===== src/rtl/uart_imem_loader_pkg.sv =====
// Package for the UART instruction-memory boot loader.
// Holds the loader FSM state encoding and the default constants shared by
// the top module and its timeout sub-module.
package loader_pkg;

    typedef enum logic [1:0] {
        LOAD  = 2'd0,
        DONE  = 2'd1,
        ERROR = 2'd2
    } loader_state_t;

    // The end-of-program marker is this byte repeated across the whole word.
    localparam logic [7:0] END_BYTE = 8'hFF;

    // Maximum idle clk cycles allowed between two bytes of the same word.
    localparam int DEFAULT_TIMEOUT_CYC = 200000;

endpackage


===== src/rtl/uart_imem_loader_if.sv =====
// Bus bundle between the UART receiver, the boot loader and instruction memory.
// Ports:
//   rx_valid  one-cycle strobe, rx_data holds a new byte
//   rx_data   received byte
//   rx_break  UART BREAK detected
//   mem_we    imem write enable, one-cycle pulse
//   mem_addr  imem write address
//   mem_wdata imem write data
// Handshake: neither direction has a ready signal. A byte is transferred in
// every cycle where rx_valid=1, and a word is written in every cycle where
// mem_we=1; the loader never stalls the receiver and memory always accepts.
// Modports: master = UART/memory side, slave = loader.
interface uart_imem_loader_if #(
    parameter int WORD_BYTES = 4,
    parameter int ADDR_W     = 5
);
    logic                    rx_valid;
    logic [7:0]              rx_data;
    logic                    rx_break;
    logic                    mem_we;
    logic [ADDR_W-1:0]       mem_addr;
    logic [8*WORD_BYTES-1:0] mem_wdata;

    modport master (
        output rx_valid, rx_data, rx_break,
        input  mem_we, mem_addr, mem_wdata
    );

    modport slave (
        input  rx_valid, rx_data, rx_break,
        output mem_we, mem_addr, mem_wdata
    );
endinterface


===== src/rtl/uart_imem_loader_timeout.sv =====
// Idle-cycle counter for the boot loader.
// Ports:
//   clk, rst  clock and synchronous active-high reset
//   clear     zero the counter (takes priority over enable)
//   enable    count this cycle as idle
//   hit       the current enabled cycle is the TIMEOUT_CYC-th idle cycle
module loader_timeout #(
    parameter int TIMEOUT_CYC = loader_pkg::DEFAULT_TIMEOUT_CYC
) (
    input  logic clk,
    input  logic rst,
    input  logic clear,
    input  logic enable,
    output logic hit
);
    localparam int CW = $clog2(TIMEOUT_CYC + 1);

    logic [CW-1:0] cnt_q;

    always_ff @(posedge clk) begin
        if (rst || clear) begin
            cnt_q <= '0;
        end else if (enable) begin
            cnt_q <= cnt_q + CW'(1);
        end
    end

    // cnt_q holds the number of idle cycles already completed, so the
    // TIMEOUT_CYC-th idle cycle is the one that sees TIMEOUT_CYC-1.
    assign hit = enable && (cnt_q == CW'(TIMEOUT_CYC - 1));
endmodule


===== src/rtl/uart_imem_loader.sv =====
// UART boot loader: packs received bytes (first byte = LSB) into instruction
// words and writes them to consecutive imem addresses, holding the core in
// reset until an end-marker run or a full memory finishes the load.
// Ports:
//   clk, rst     clock and synchronous active-high reset
//   bus          rx byte stream in, imem write port out (slave modport)
//   core_rst     core reset, high until DONE
//   write_done   sticky, end sequence received
//   word_count   words written so far
//   err_break    sticky, BREAK aborted the load
//   err_timeout  sticky, a partial word was dropped on inter-byte timeout
//   full         sticky, DEPTH words written without end sequence
//   state_o      current FSM state (debug)
module uart_imem_loader
    import loader_pkg::*;
#(
    parameter int                    WORD_BYTES  = 4,
    parameter int                    DEPTH       = 32,
    parameter int                    ADDR_W      = $clog2(DEPTH),
    parameter logic [8*WORD_BYTES-1:0] END_WORD  = {WORD_BYTES{END_BYTE}},
    parameter int                    END_REPEAT  = 2,
    parameter int                    TIMEOUT_CYC = DEFAULT_TIMEOUT_CYC
) (
    input  logic                  clk,
    input  logic                  rst,
    uart_imem_loader_if.slave     bus,
    output logic                  core_rst,
    output logic                  write_done,
    output logic [ADDR_W:0]       word_count,
    output logic                  err_break,
    output logic                  err_timeout,
    output logic                  full,
    output loader_state_t         state_o
);
    localparam int W     = 8 * WORD_BYTES;
    localparam int IDX_W = (WORD_BYTES > 1) ? $clog2(WORD_BYTES) : 1;
    localparam int RUN_W = $clog2(END_REPEAT + 1);
    localparam int CNT_W = ADDR_W + 1;

    loader_state_t    state_q, state_d;
    logic [IDX_W-1:0] idx_q, idx_d, idx_eff;
    logic [W-1:0]     word_q, word_d, word_tmp;
    logic [W-1:0]     wdata_q, wdata_d;
    logic             pend_q, pend_d;
    logic [ADDR_W-1:0] wr_ptr_q, wr_ptr_d;
    logic [CNT_W-1:0] count_q, count_d;
    logic [RUN_W-1:0] run_q, run_d, run_inc;
    logic             write_done_q, write_done_d;
    logic             err_break_q, err_break_d;
    logic             err_timeout_q, err_timeout_d;
    logic             full_q, full_d;
    logic             to_hit, to_enable, to_clear, rx_accept;

    assign rx_accept = (state_q == LOAD) && bus.rx_valid && !bus.rx_break;
    assign to_enable = (state_q == LOAD) && (idx_q != '0);
    assign to_clear  = rx_accept || to_hit || !to_enable;

    loader_timeout #(.TIMEOUT_CYC(TIMEOUT_CYC)) u_timeout (
        .clk    (clk),
        .rst    (rst),
        .clear  (to_clear),
        .enable (to_enable),
        .hit    (to_hit)
    );

    always_comb begin
        state_d       = state_q;
        idx_d         = idx_q;
        word_d        = word_q;
        wdata_d       = wdata_q;
        pend_d        = 1'b0;
        wr_ptr_d      = wr_ptr_q;
        count_d       = count_q;
        run_d         = run_q;
        write_done_d  = write_done_q;
        err_break_d   = err_break_q;
        err_timeout_d = err_timeout_q;
        full_d        = full_q;
        run_inc       = run_q + RUN_W'(1);
        // A timeout in the same cycle as a new byte makes that byte byte 0.
        idx_eff       = to_hit ? '0 : idx_q;
        word_tmp      = word_q;
        word_tmp[{idx_eff, 3'b000} +: 8] = bus.rx_data;

        if (state_q == LOAD) begin
            // Bookkeeping for the word being written this cycle.
            if (pend_q) begin
                wr_ptr_d = wr_ptr_q + ADDR_W'(1);
                count_d  = count_q + CNT_W'(1);
                if (wdata_q == END_WORD) begin
                    run_d = run_inc;
                end else begin
                    run_d = '0;
                end
                if ((wdata_q == END_WORD) && (run_inc == RUN_W'(END_REPEAT))) begin
                    write_done_d = 1'b1;
                    state_d      = DONE;
                end else if (wr_ptr_q == ADDR_W'(DEPTH - 1)) begin
                    full_d  = 1'b1;
                    state_d = DONE;
                end
            end

            if (bus.rx_break) begin
                state_d     = ERROR;
                err_break_d = 1'b1;
                idx_d       = '0;
            end else if (state_d == LOAD) begin
                if (to_hit) begin
                    idx_d         = '0;
                    err_timeout_d = 1'b1;
                end
                if (bus.rx_valid) begin
                    word_d = word_tmp;
                    if (idx_eff == IDX_W'(WORD_BYTES - 1)) begin
                        idx_d   = '0;
                        pend_d  = 1'b1;
                        wdata_d = word_tmp;
                    end else begin
                        idx_d = idx_eff + IDX_W'(1);
                    end
                end
            end
        end
    end

    always_ff @(posedge clk) begin
        if (rst) begin
            state_q       <= LOAD;
            idx_q         <= '0;
            word_q        <= '0;
            wdata_q       <= '0;
            pend_q        <= 1'b0;
            wr_ptr_q      <= '0;
            count_q       <= '0;
            run_q         <= '0;
            write_done_q  <= 1'b0;
            err_break_q   <= 1'b0;
            err_timeout_q <= 1'b0;
            full_q        <= 1'b0;
        end else begin
            state_q       <= state_d;
            idx_q         <= idx_d;
            word_q        <= word_d;
            wdata_q       <= wdata_d;
            pend_q        <= pend_d;
            wr_ptr_q      <= wr_ptr_d;
            count_q       <= count_d;
            run_q         <= run_d;
            write_done_q  <= write_done_d;
            err_break_q   <= err_break_d;
            err_timeout_q <= err_timeout_d;
            full_q        <= full_d;
        end
    end

    assign bus.mem_we    = pend_q;
    assign bus.mem_addr  = wr_ptr_q;
    assign bus.mem_wdata = wdata_q;
    assign core_rst      = (state_q != DONE);
    assign write_done    = write_done_q;
    assign word_count    = count_q;
    assign err_break     = err_break_q;
    assign err_timeout   = err_timeout_q;
    assign full          = full_q;
    assign state_o       = state_q;
endmodule

===== src/flat_wrapper.sv =====
// flat-port wrapper written by rule: the top's interface ports become plain ports
module uart_imem_loader_flat import loader_pkg::*;
#(
    parameter int                    WORD_BYTES  = 4,
    parameter int                    DEPTH       = 32,
    parameter int                    ADDR_W      = $clog2(DEPTH),
    parameter logic [8*WORD_BYTES-1:0] END_WORD  = {WORD_BYTES{END_BYTE}},
    parameter int                    END_REPEAT  = 2,
    parameter int                    TIMEOUT_CYC = DEFAULT_TIMEOUT_CYC
)
  (clk, rst, core_rst, write_done, word_count, err_break, err_timeout, full, state_o, bus_rx_valid, bus_rx_data, bus_rx_break, bus_mem_we, bus_mem_addr, bus_mem_wdata);
  uart_imem_loader_if #(.WORD_BYTES(WORD_BYTES), .ADDR_W(ADDR_W)) bus_i ();
  input  logic clk;
  input  logic rst;
  output logic core_rst;
  output logic write_done;
  output logic [ADDR_W:0] word_count;
  output logic err_break;
  output logic err_timeout;
  output logic full;
  output loader_state_t state_o;
  input wire logic [$bits(bus_i.rx_valid)-1:0] bus_rx_valid;
  input wire logic [$bits(bus_i.rx_data)-1:0] bus_rx_data;
  input wire logic [$bits(bus_i.rx_break)-1:0] bus_rx_break;
  output wire logic [$bits(bus_i.mem_we)-1:0] bus_mem_we;
  output wire logic [$bits(bus_i.mem_addr)-1:0] bus_mem_addr;
  output wire logic [$bits(bus_i.mem_wdata)-1:0] bus_mem_wdata;
  assign bus_i.rx_valid = bus_rx_valid;
  assign bus_i.rx_data = bus_rx_data;
  assign bus_i.rx_break = bus_rx_break;
  assign bus_mem_we = bus_i.mem_we;
  assign bus_mem_addr = bus_i.mem_addr;
  assign bus_mem_wdata = bus_i.mem_wdata;
  uart_imem_loader #(.WORD_BYTES(WORD_BYTES), .DEPTH(DEPTH), .ADDR_W(ADDR_W), .END_WORD(END_WORD), .END_REPEAT(END_REPEAT), .TIMEOUT_CYC(TIMEOUT_CYC)) u_core (.clk(clk), .rst(rst), .bus(bus_i), .core_rst(core_rst), .write_done(write_done), .word_count(word_count), .err_break(err_break), .err_timeout(err_timeout), .full(full), .state_o(state_o));
endmodule

===== config.mk =====
export PLATFORM = sky130hd
export DESIGN_NAME = uart_imem_loader_flat
export DESIGN_NICKNAME = d
export VERILOG_FILES = /design/src/rtl/uart_imem_loader_pkg.sv /design/src/rtl/uart_imem_loader_if.sv /design/src/rtl/uart_imem_loader_timeout.sv /design/src/rtl/uart_imem_loader.sv /design/src/flat_wrapper.sv
export SDC_FILE = /design/constraint.sdc
export NUM_CORES = 1
export LEC_CHECK = 0
export ABC_AREA = 1
export CORE_ASPECT_RATIO = 0.6
export CORE_MARGIN = 1.5
export CORE_UTILIZATION = 41
export DETAILED_ROUTE_END_ITERATION = 8
export MAX_ROUTING_LAYER = met4
export PLACE_DENSITY_LB_ADDON = 0.05
export SLEW_MARGIN = 10
export SYNTH_ARGS = -nofsm -noshare
export SYNTH_HDL_FRONTEND = slang
export SYNTH_HIERARCHICAL = 1
export SYNTH_SLANG_ARGS = --single-unit

===== constraint.sdc =====
create_clock -name clk -period 6.24 [get_ports clk]
set_input_delay 1.248 -clock clk [delete_from_list [all_inputs] [get_ports clk]]
set_output_delay 1.248 -clock clk [all_outputs]
set_load 0.01 [all_outputs]

---- Word-level counts from Yosys, hierarchy flattened ----
Index checks and enable logic that the tools add are counted.
operators by class
  add/subtract/negate cells ............... 6
  eq/ne operators ......................... 6
  shift-type cells ........................ 2
  multiplexer cells ....................... 13
  bitwise gates (word level) .............. 5
  reductions and logical operators ........ 23
operators with widths
  kind                      number
  $bwmux W32                1
  $eq A32 B32 Y1 const B    1
  $shift A8 B7 Y32 const A  1
  $shiftx A8 B7 Y32         1
  $mux W2                   11
  $add A18 B1 Y18 const B   1
  $eq A18 B18 Y1 const B    1
  $reduce_and A4 Y1         3
  $neg A5 Y7                1
  $add A6 B1 Y6 const B     1
  $reduce_and A2 Y1         3
  $add A5 B1 Y5 const B     1
  $eq A5 B5 Y1 const B      1
  $logic_and A1 B1 Y1       5
  $not A1 Y1                5
  $reduce_and A5 Y1         1
  $reduce_or A5 Y1          1
  $add A2 B1 Y2 const B     2
  $eq A2 B2 Y1 const B      2
  $logic_not A2 Y1          2
  $reduce_bool A2 Y1        2
  $logic_or A1 B1 Y1        3
  $reduce_and A3 Y1         1
  $logic_not A1 Y1          2
  other kinds (2)           2
storage, ports and cells
  flip-flop bits (word level) ............. 104

---- Logic depth before layout (Yosys ltp) ----
Gate-level depths: netlist (run 1).
  word-level depth ........................ 9
  depth in mapped cells ................... 17

---- By module ----
Netlist (run 1), hierarchy kept.
by module, submodules not included
  module            instances  cells an instance  area each (um2)
  uart_imem_loader  1          621                4180.3
  loader_timeout    1          144                983.4

---- Worst setup path after synthesis (run 1) ----
OpenSTA, ideal clock, no wires.
  path type ............................... register -> register
  from .................................... reg u_core.state_q[1], in the netlist u_core/state_o[1]
  to ...................................... reg u_core.wdata_q[0], in the netlist u_core/bus.mem_wdata[0]
  arrival time ............................ 3048 ps
  data required time ...................... 6176 ps
  path slack .............................. 3128 ps
  stages on the path, launching flop included .. 17
  clock period less this slack ............ 3112 ps
  path through ............................ dfxtp_1 -> nor2_4 -> o21a_1 -> buf_4 -> nand2_2 -> nor2_1 -> nand4_1 -> nor4_1 -> nor2_2 -> inv_1 -> buf_2 -> ha_1 -> buf_1 -> nand3_1 -> o22ai_1 -> nor2_1 -> nor2_1
between the ends
  word-level cells in the longest chain between the ends .. 7
ends and longest elaborated chain
  item                                                          RTL line                        text
  from (decl)                                                   uart_imem_loader.sv:40          loader_state_t state_q, state_d;
  from (signal assigned)                                        uart_imem_loader.sv:142         state_q <= state_d;
  $logic_not A2 Y1 (*)                                          uart_imem_loader.sv:55          assign to_enable = (state_q == LOAD) && (idx_q != '0);
  $logic_and A1 B1 Y1 (*)                                       uart_imem_loader.sv:55
  via u_core.to_enable                                          uart_imem_loader.sv:52          logic to_hit, to_enable, to_clear, rx_accept;
  $logic_and A1 B1 Y1 (*)                                       uart_imem_loader_timeout.sv:30  assign hit = enable && (cnt_q == CW'(TIMEOUT_CYC - 1));
  via u_core.to_hit                                             uart_imem_loader.sv:52
  $mux W2 (*)                                                   --
  $neg A5 Y7                                                    uart_imem_loader.sv:83          word_tmp[{idx_eff, 3'b000} +: 8] = bus.rx_data;
  $shiftx A8 B7 Y32 / $shift A8 B7 Y32 (equally long branches)  uart_imem_loader.sv:83
  $bwmux W32                                                    uart_imem_loader.sv:83
  to (signal assigned)                                          uart_imem_loader.sv:145         wdata_q <= wdata_d;
  to (decl)                                                     uart_imem_loader.sv:43          logic [W-1:0] wdata_q, wdata_d;
Mark *: on every way through the listed nets, which the timed path passes. The rest lies on a longest branch. The select of a mux whose other input is x is not followed.
A chain may end at the register's enable or synchronous reset.

---- Worst setup path after layout (run 1) ----
  from .................................... reg u_core.state_q[1], in the netlist u_core/state_o[1]
  to ...................................... reg u_core.wdata_q[17], in the netlist u_core/bus.mem_wdata[17]
Same word-level chain as after synthesis.

==> impl_metrics.json, run 1 <==
{
  "cp.buffers_inverters": 1,
  "hold_viol": 0,
  "synth_seq_area_share_pct": 40.3,
  "cts_tree": "built",
  "critPathRequiredTime_ps": 6530,
  "wl_met1_microns": 6830,
  "worstSetupPathType": "reg -> reg",
  "coreArea_sq_um": 12200,
  "worstReg2RegStart": "u_core/state_o[1]",
  "root_buffer": "clkbuf_16",
  "cts_htree_levels": 3,
  "maxCapViolations": 0,
  "arrival_ps": 4200,
  "relSlewSlack_pct": 30.2,
  "track_usage_pct": 19.9,
  "cpLargestDelayFamily": "simple AND/OR/NAND/NOR gates",
  "cp-startpoint": "u_core/state_o[1]",
  "r2r_cells": 13,
  "clock.fmax_mhz": 256,
  "yosysTopAreaCell": "dfxtp_1",
  "total_power_mw": 1.39,
  "crit_cells": 13,
  "power_frac_seq_pct": 49.5,
  "area_growth_syn_to_layout_pct": 17.9,
  "worstReg2RegEnd": "u_core/bus.mem_wdata[17]",
  "startpoint_type": "register",
  "via_per_inst": 4.73,
  "worstMarginPinSlew_ps": 1050,
  "crit_path_frequent_cell": "nor2_1",
  "layout_commonest_cell": "nand2_1",
  "hold_buffers": 0,
  "clk_pin_slew_ps": 70,
  "grt-ovfl-total": 0,
  "clkPwrFrac_pct": 41.3,
  "setup_viol_count_final": 0,
  "syn_avg_cell_area_sq_um": 6.75,
  "post-route-util_pct": 50.0,
  "dr.pass1.iters": 5,
  "synth_ff_type": "dfxtp_1",
  "synth_top_area_share_pct": 40.3,
  "multi_input_area_sq_um": 2450,
  "highest_layer": "met4",
  "crit_fanout": 13,
  "max_stage_delay_ps": 600,
  "endpoint": "u_core/bus.mem_wdata[17]",
  "skew_ps": 10.9,
  "slowest_stage": "nor4_1",
  "antenna_cells": 0,
  "numPortBuffers": 62,
  "period_needed_ps": 3910,
  "chipHeight_microns": 89.9,
  "initial_core_util_pct": 42.4,
  "clock_sinks": 104,
  "crit_chain": "nor2_4, o21a_1, nand2_2, nor2_1, nand4_1, nor4_1, nor2_2, inv_1, ha_1, nand2_1, o22ai_1, o21bai_1, nor2_1",
  "clk_latency_ps": 350,
  "die_area_sq_um": 13300,
  "synth_edf_count": 0,
  "fin_crit_sh_pct": 62.7,
  "n_fill_cell": 1201,
  "endpoint_kind": "register",
  "r2r_slack_ps": 2330,
  "final_cell_mix": "195 x nand2_1, 165 x nor2_1, 104 x dfxtp_1, 101 x inv_1, 62 x clkdlybuf4s50_1",
  "synth_area_leaders": "dfxtp_1 40%, nand2_1 14%, nor2_1 12%",
  "hold_class": "reg -> reg",
  "post_drt_wl_per_cell_microns": 12.8,
  "ir_worst_vdd_v": 0.000123,
  "drt-initial-drc-count": 273,
  "routed-wl-met3_microns": 579,
  "grt_pass1_vias": 4121,
  "grt_max_degree": 65,
  "route.vias.total": 4635,
  "synth_cell_types": 36,
  "power.density_nw_per_um2": 228,
  "wl_microns": 12500,
  "rsz0062_at_grt": "false",
  "antenna_found_initial": 0,
  "die_x_microns": 148,
  "rows": 31,
  "nets": 833,
  "syn_nets": 788,
  "ff_latch_area_sq_um": 2080,
  "cts-resized-gates": 0,
  "ant_nets": 0,
  "grt_pass1_wl_microns": 20600,
  "ios": 63,
  "gp_congestion": 0.847,
  "drive_gt1_share_pct": 5.16,
  "dp.final_hpwl_microns": 8950,
  "cts_buffer_depth": 2,
  "synthCells": 765,
  "p_switching_mw": 0.348,
  "route.detailed.drc": 0,
  "comb_power_share_pct": 9.2,
  "async_reset_ff_share_pct": 0,
  "slew_viol_final": 0,
  "synth_seq_cells": 104,
  "p_leak_nw": 2.67,
  "fin_setup_tns_ps": 0,
  "intPower_mw": 1.04,
  "yosys_warnings": 6,
  "cts_buffers": 9,
  "syn_area_sq_um": 5160,
  "wl_met2_microns": 4980,
  "status": "finished clean",
  "swShare_pct": 25.1,
  "post_cts_buffers": 0
}
-- metrics by stage --
stage	setup WS, ps	hold WS [ps]	instances	cell area [sq um]
floorplan	3130	448	765	5160
global placement	2320	438	964	5790
detailed placement	2380	439	964	5790
CTS	2400	449	979	6090
global route	1980	478	979	6090
finish	2330	448	979	6090
-- power by group through the flow --
stage	Combinational (mW)	Sequential [mW]	Clock (mW)
2_1_floorplan	0.0953	0.701	0
3_3_place_gp	0.123	0.701	0
3_5_place_dp	0.126	0.701	0
4_1_cts	0.126	0.686	0.587
5_1_grt	0.143	0.687	0.621
6_report	0.127	0.686	0.572
-- cells by family (layout without fill, tap and decap cells) --
family,after synthesis,in the layout,synth area share [%]
adder cells (fa/ha/maj),11,11,2.67
XOR/XNOR,2,2,0.339
AO/OA/AOI/OAI,87,87,10.1
flip-flops,104,104,40.3
AND/OR/NAND/NOR,419,419,34.4
buffers and inverters,142,191,12.2
-- sequential cells by signal, indices dropped and copies added (netlist names) --
signal and count:
u_core/u_timeout/cnt_q 18, u_core/full 1, u_core/bus.mem_addr 5, u_core/state_o 2
u_core/err_timeout 1, u_core/bus.mem_we 1, u_core/word_q 32, u_core/idx_q 2
u_core/word_count 6, u_core/bus.mem_wdata 32, u_core/err_break 1, u_core/run_q 2
u_core/write_done 1
-- worst register-to-register path: cells and delay by family (launching register included) --
kind / cells / cell delay [ps]
and+or+nand+nor: 8 / 1840
AOI/OAI and AO/OA: 3 / 890
adders and majority gates: 1 / 420
DFF: 1 / 360
buffers and inverters: 1 / 350
-- worst min path at each step --
stage | startpoint | end | slack [ps] | cells after the start
floorplan | u_core/run_q[0] | u_core/run_q[0] | 450 | 2
global placement | u_core/err_timeout | u_core/err_timeout | 440 | 2
detailed placement | u_core/err_timeout | u_core/err_timeout | 440 | 2
CTS | u_core/err_timeout | u_core/err_timeout | 450 | 2
global route | u_core/err_break | u_core/err_break | 480 | 2
finish | u_core/err_timeout | u_core/err_timeout | 450 | 2
-- metal layers --
layer / global-route usage, % / vias to the layer above
li1: - / 2447
met1: 30.0 / 2072
met2: 27.1 / 106
met3: 3.60 / 10
met4: 5.12 / 0
met5: - / -
-- final cells by class --
cell class	instances	area share [%]
well taps	165	3.39
clock inverters	5	1.07
clock buffers	10	3.76
repair buffers	63	10.3
flip-flops and latches	104	34.2
multi-input cells	519	40.3
inverters	113	6.97
-- synth_stat cells, types with 6 or more instances --
library cell and n:
nand2_1 195, nor2_1 165, dfxtp_1 104, inv_1 101, o22ai_1 33, a21oi_1 22
nand3_1 19, buf_6 12, o21ai_0 12, o21bai_1 12, ha_1 11, buf_1 10
clkinv_1 9, nor2_4 7, nor3_1 7, nand2_2 6
Power figures use the tool's default switching activity.
==> run 2, diff against run 1 <==
Clock period 6.24 ns to 3.5 ns, I/O delays scaled along.
==> impl_metrics.json, run 2 (same netlist as run 1, synthesis figures left out) <==
{
  "setup_slack_ps": 299,
  "r2r_cells": 16,
  "clk_pin_slew_ps": 70,
  "initial_core_util_pct": 42.4,
  "power_frac_seq_pct": 49.5,
  "wl_microns": 12500,
  "clk_latency_ps": 340,
  "max_stage_delay_ps": 360,
  "drt-initial-drc-count": 257,
  "skew_ps": 4.86,
  "hold_class": "reg -> reg",
  "worstMarginPinSlew_ps": 1020,
  "swShare_pct": 25.0,
  "clock.fmax_mhz": 312,
  "route.detailed.drc": 0,
  "crit_fanout": 12,
  "slew_viol_final": 0,
  "r2r_slack_ps": 300,
  "critPathRequiredTime_ps": 3780,
  "rsz0062_at_grt": "false",
  "chipHeight_microns": 89.9,
  "die_area_sq_um": 13300,
  "fin_crit_sh_pct": 91.5,
  "grt_max_degree": 65,
  "antenna_cells": 0,
  "cts_htree_levels": 3,
  "die_x_microns": 148,
  "status": "finished clean",
  "grt-ovfl-total": 0,
  "p_switching_mw": 0.618,
  "clkPwrFrac_pct": 41.1,
  "place_ws_ps": 251,
  "post_drt_wl_per_cell_microns": 12.7,
  "layout_commonest_cell": "nand2_1",
  "ant_nets": 0,
  "antenna_found_initial": 0,
  "p_leak_nw": 2.70,
  "grt_pass1_vias": 4315,
  "startpoint_type": "register",
  "maxCapViolations": 0,
  "slowest_stage": "dfxtp_1",
  "endpoint_kind": "register",
  "comb_power_share_pct": 9.3,
  "clock_sinks": 104,
  "cts-resized-gates": 0,
  "route.vias.total": 4647,
  "worstSetupPathType": "reg -> reg",
  "period_needed_ps": 3200,
  "coreArea_sq_um": 12200,
  "track_usage_pct": 20.3,
  "area_growth_syn_to_layout_pct": 19.0,
  "rows": 31,
  "crit_path_frequent_cell": "nor2_1",
  "fin_setup_tns_ps": 0,
  "post_cts_buffers": 0,
  "dp.final_hpwl_microns": 9190,
  "gp_congestion": 0.846,
  "numPortBuffers": 62,
  "crit_chain": "nor2_4, o21a_2, nand2_2, nor2_1, nand4_1, nor4_1, buf_4, nor2_2, inv_1, ha_1, inv_1, nor2_1, nand2_1, o22ai_1, o21bai_1, nor2_1",
  "whs_path_depth": 2,
  "relSlewSlack_pct": 31.9,
  "arrival_ps": 3480,
  "final_cell_mix": "195 x nand2_1, 165 x nor2_1, 104 x dfxtp_1, 101 x inv_1, 62 x clkdlybuf4s50_1",
  "power.density_nw_per_um2": 402,
  "dr.pass1.iters": 6,
  "root_buffer": "clkbuf_16",
  "ios": 63,
  "hold_buffers": 0,
  "drive_gt1_share_pct": 6.11,
  "setup_viol_count_final": 0,
  "intPower_mw": 1.85,
  "via_per_inst": 4.72,
  "cts_buffers": 9,
  "cts_buffer_depth": 2,
  "nets": 837,
  "hold_viol": 0,
  "ir_worst_vdd_v": 0.000222,
  "grt_pass1_wl_microns": 21100,
  "cts_tree": "built"
}
## run 2: cell type report
| type | count | area, sq um |
|---|---|---|
| Timing Repair Buffer | 67 | 671 |
| Fill cell | 1248 | 6030 |
| Inverter | 113 | 424 |
| Clock inverter | 6 | 70.1 |
| Sequential cell | 104 | 2080 |
| Multi-Input combinational cell | 519 | 2460 |
| Tap cell | 165 | 206 |
| Clock buffer | 10 | 229 |
## run 2: critical path: cells and delay by family (launching register included)
| family | cells | cell delay [ps] |
|---|---|---|
| buffers and inverters | 3 | 420 |
| AO/OA/AOI/OAI | 3 | 750 |
| AND/OR/NAND/NOR | 9 | 1390 |
| adder cells (fa/ha/maj) | 1 | 200 |
| flip-flops | 1 | 360 |
## run 2: power groups by stage
| stage | clock (mW) | sequential [mW] | combinational, mW |
|---|---|---|---|
| after floorplan | 0 | 1.25 | 0.170 |
| after global placement | 0 | 1.25 | 0.222 |
| after detailed placement | 0 | 1.25 | 0.226 |
| after CTS | 1.05 | 1.22 | 0.227 |
| after global routing | 1.09 | 1.22 | 0.262 |
| final | 1.02 | 1.22 | 0.231 |
## run 2: routing by layer
metal	vias to the layer above	track usage (%)	share of wire, %
li1	2466	-	-
met1	2076	29.2	53
met2	98	29.4	42
met3	7	4.26	5.0
met4	0	3.71	0.54
met5	-	-	0
## run 2: per-stage QoR
| stage | area (sq um) | instances | utilization [%] | total power, mW | hold slack (ps) |
|---|---|---|---|---|---|
| 2_1_floorplan | 5160 | 765 | - | 1.42 | 448 |
| 3_3_place_gp | 5830 | 968 | 47.9 | 1.47 | 440 |
| 3_5_place_dp | 5830 | 968 | 47.9 | 1.48 | 442 |
| 4_1_cts | 6130 | 984 | 50.4 | 2.50 | 453 |
| 5_1_grt | 6150 | 984 | 50.5 | 2.58 | 479 |
| 6_report | 6150 | 984 | 50.5 | 2.47 | 448 |
## run 2: final timing paths
check | end | startpoint
hold reg to reg | u_core/err_timeout | u_core/err_timeout
setup reg to reg | u_core/bus.mem_wdata[17] | u_core/state_o[1]
hold / removal | u_core/err_timeout | u_core/err_timeout
setup / recovery | u_core/bus.mem_wdata[17] | u_core/state_o[1]
==> run 3, diff against run 2 <==
Settings changed: GPL_TIMING_DRIVEN set to 1.
Clock period 3.5 ns to 2.8 ns, I/O delays scaled along.
==> impl_metrics.json, run 3 (same netlist as run 1, synthesis figures left out) <==
{
  "dr.pass1.iters": 5,
  "cts_htree_levels": 3,
  "crit_chain": "nor2_4, o21a_1, nand2_2, nor2_1, nand4_1, nor4_4, nor2_1, inv_1, ha_1, inv_1, nor2_2, nand2_2, o22ai_2, o21bai_1, nor2_1",
  "endpoint_kind": "register",
  "worstMarginPinSlew_ps": 428,
  "status": "finished clean",
  "clock_sinks": 104,
  "clkPwrFrac_pct": 40.2,
  "numPortBuffers": 62,
  "p_switching_mw": 0.759,
  "ir_worst_vdd_v": 0.000309,
  "cts_buffers": 9,
  "hold_class": "reg -> reg",
  "gp_congestion": 0.854,
  "cp.buffers_inverters": 2,
  "whs_path_depth": 2,
  "cts_tree": "built",
  "wl_microns": 12700,
  "drt-initial-drc-count": 368,
  "cp-startpoint": "u_core/state_o[0]",
  "drive_gt1_share_pct": 8.42,
  "grt_pass1_vias": 4325,
  "coreArea_sq_um": 12200,
  "rows": 31,
  "slowest_stage": "dfxtp_1",
  "clock.fmax_mhz": 391,
  "comb_power_share_pct": 10.2,
  "post_cts_buffers": 0,
  "grt_max_degree": 49,
  "route.vias.total": 4756,
  "final_area_sq_um": 6320,
  "rsz0062_at_grt": "false",
  "cpLargestDelayFamily": "simple AND/OR/NAND/NOR gates",
  "ios": 63,
  "arrival_ps": 2790,
  "final_cell_mix": "192 x nand2_1, 164 x nor2_1, 104 x dfxtp_1, 101 x inv_1, 62 x clkdlybuf4s50_1",
  "hold_buffers": 0,
  "layout_commonest_cell": "nand2_1",
  "crit_cells": 15,
  "fin_crit_sh_pct": 91.3,
  "power.density_nw_per_um2": 488,
  "area_growth_syn_to_layout_pct": 22.3,
  "critPathRequiredTime_ps": 3040,
  "worstSetupPathType": "reg -> reg",
  "dpl_cell_area_sq_um": 5990,
  "clk_pin_slew_ps": 70,
  "skew_ps": 9.17,
  "root_buffer": "clkbuf_16",
  "antenna_found_initial": 0,
  "slew_viol_final": 0,
  "worstReg2RegStart": "u_core/state_o[0]",
  "crit_fanout": 8,
  "chipHeight_microns": 89.9,
  "die_x_microns": 148,
  "grt-ovfl-total": 0,
  "antenna_cells": 0,
  "cts_buffer_depth": 2,
  "dp.final_hpwl_microns": 9370,
  "crit_path_frequent_cell": "nor2_1",
  "grt_pass1_wl_microns": 21400,
  "period_needed_ps": 2560,
  "track_usage_pct": 20.6,
  "ant_nets": 0,
  "route.detailed.drc": 0,
  "r2r_cells": 15,
  "r2r_slack_ps": 240,
  "use_met3_pct": 3.35,
  "maxCapViolations": 0,
  "grt_busiest_layer": "met1",
  "endpoint": "u_core/bus.mem_wdata[22]",
  "swShare_pct": 24.6,
  "startpoint_type": "register",
  "post_drt_wl_per_cell_microns": 12.7,
  "grt_util_met1_pct": 31.2,
  "initial_core_util_pct": 42.4,
  "use_met2_pct": 28.0,
  "p_leak_nw": 2.80,
  "via_per_inst": 4.78,
  "fin_setup_tns_ps": 0,
  "power_frac_seq_pct": 49.6,
  "hold_viol": 0,
  "die_area_sq_um": 13300,
  "total_power_mw": 3.08,
  "worstReg2RegEnd": "u_core/bus.mem_wdata[22]",
  "intPower_mw": 2.32,
  "relSlewSlack_pct": 71.4,
  "nets": 850,
  "clk_latency_ps": 340,
  "max_stage_delay_ps": 350,
  "setup_viol_count_final": 0
}
[run 3: layout make-up]
cell class | instances | area (sq um)
fill | 1213 | 5860
sequential | 104 | 2080
multi-input combinational | 519 | 2510
clock buffer | 10 | 229
timing repair buffer | 80 | 806
tap | 165 | 206
clock inverter | 5 | 56.3
inverter | 113 | 424
[run 3: power by group through the flow]
| stage | combinational (mW) | sequential, mW | clock (mW) |
|---|---|---|---|
| after floorplan | 0.214 | 1.56 | 0 |
| after global placement | 0.300 | 1.56 | 0 |
| after detailed placement | 0.303 | 1.56 | 0 |
| after CTS | 0.304 | 1.53 | 1.27 |
| after global routing | 0.351 | 1.53 | 1.33 |
| final | 0.313 | 1.53 | 1.24 |
[run 3: what timing repair did]
item | in CTS | in global routing
endpoints found under the setup margin | 0 | 20
resized for setup | 0 | 7
hold endpoints to repair | 0 | 0
[run 3: worst register-to-register path, cell delays in order (launching register included)]
cell and delay [ps]:
dfxtp_1 350, nor2_4 120, o21a_1 160, nand2_2 60, nor2_1 120, nand4_1 160, nor4_4 250, nor2_1 110
inv_1 120, ha_1 270, inv_1 110, nor2_2 60, nand2_2 170, o22ai_2 130, o21bai_1 200, nor2_1 60
[run 3: worst min path at each step]
stage	from	endpoint	slack, ps
after floorplan	u_core/run_q[0]	u_core/run_q[0]	450
after global placement	u_core/err_timeout	u_core/err_timeout	440
after detailed placement	u_core/err_timeout	u_core/err_timeout	440
after CTS	u_core/err_timeout	u_core/err_timeout	450
after global routing	u_core/err_timeout	u_core/err_timeout	510
final	u_core/err_timeout	u_core/err_timeout	450
[run 3: per-layer routing]
layer  part of all wire [%]  routed length, microns
met1                     54                    6790
met2                     40                    5130
met3                    5.3                     666
met4                   0.60                      76
met5                      0                       0
[run 3: per-stage QoR]
stage	hold WS, ps	cells	setup WS (ps)	utilization [%]
final	451	996	242	51.9
after floorplan	448	765	30.4	-
after detailed placement	444	981	187	49.2
after global routing	507	996	7.40	51.9
after CTS	453	996	157	51.6
after global placement	440	981	245	49.2
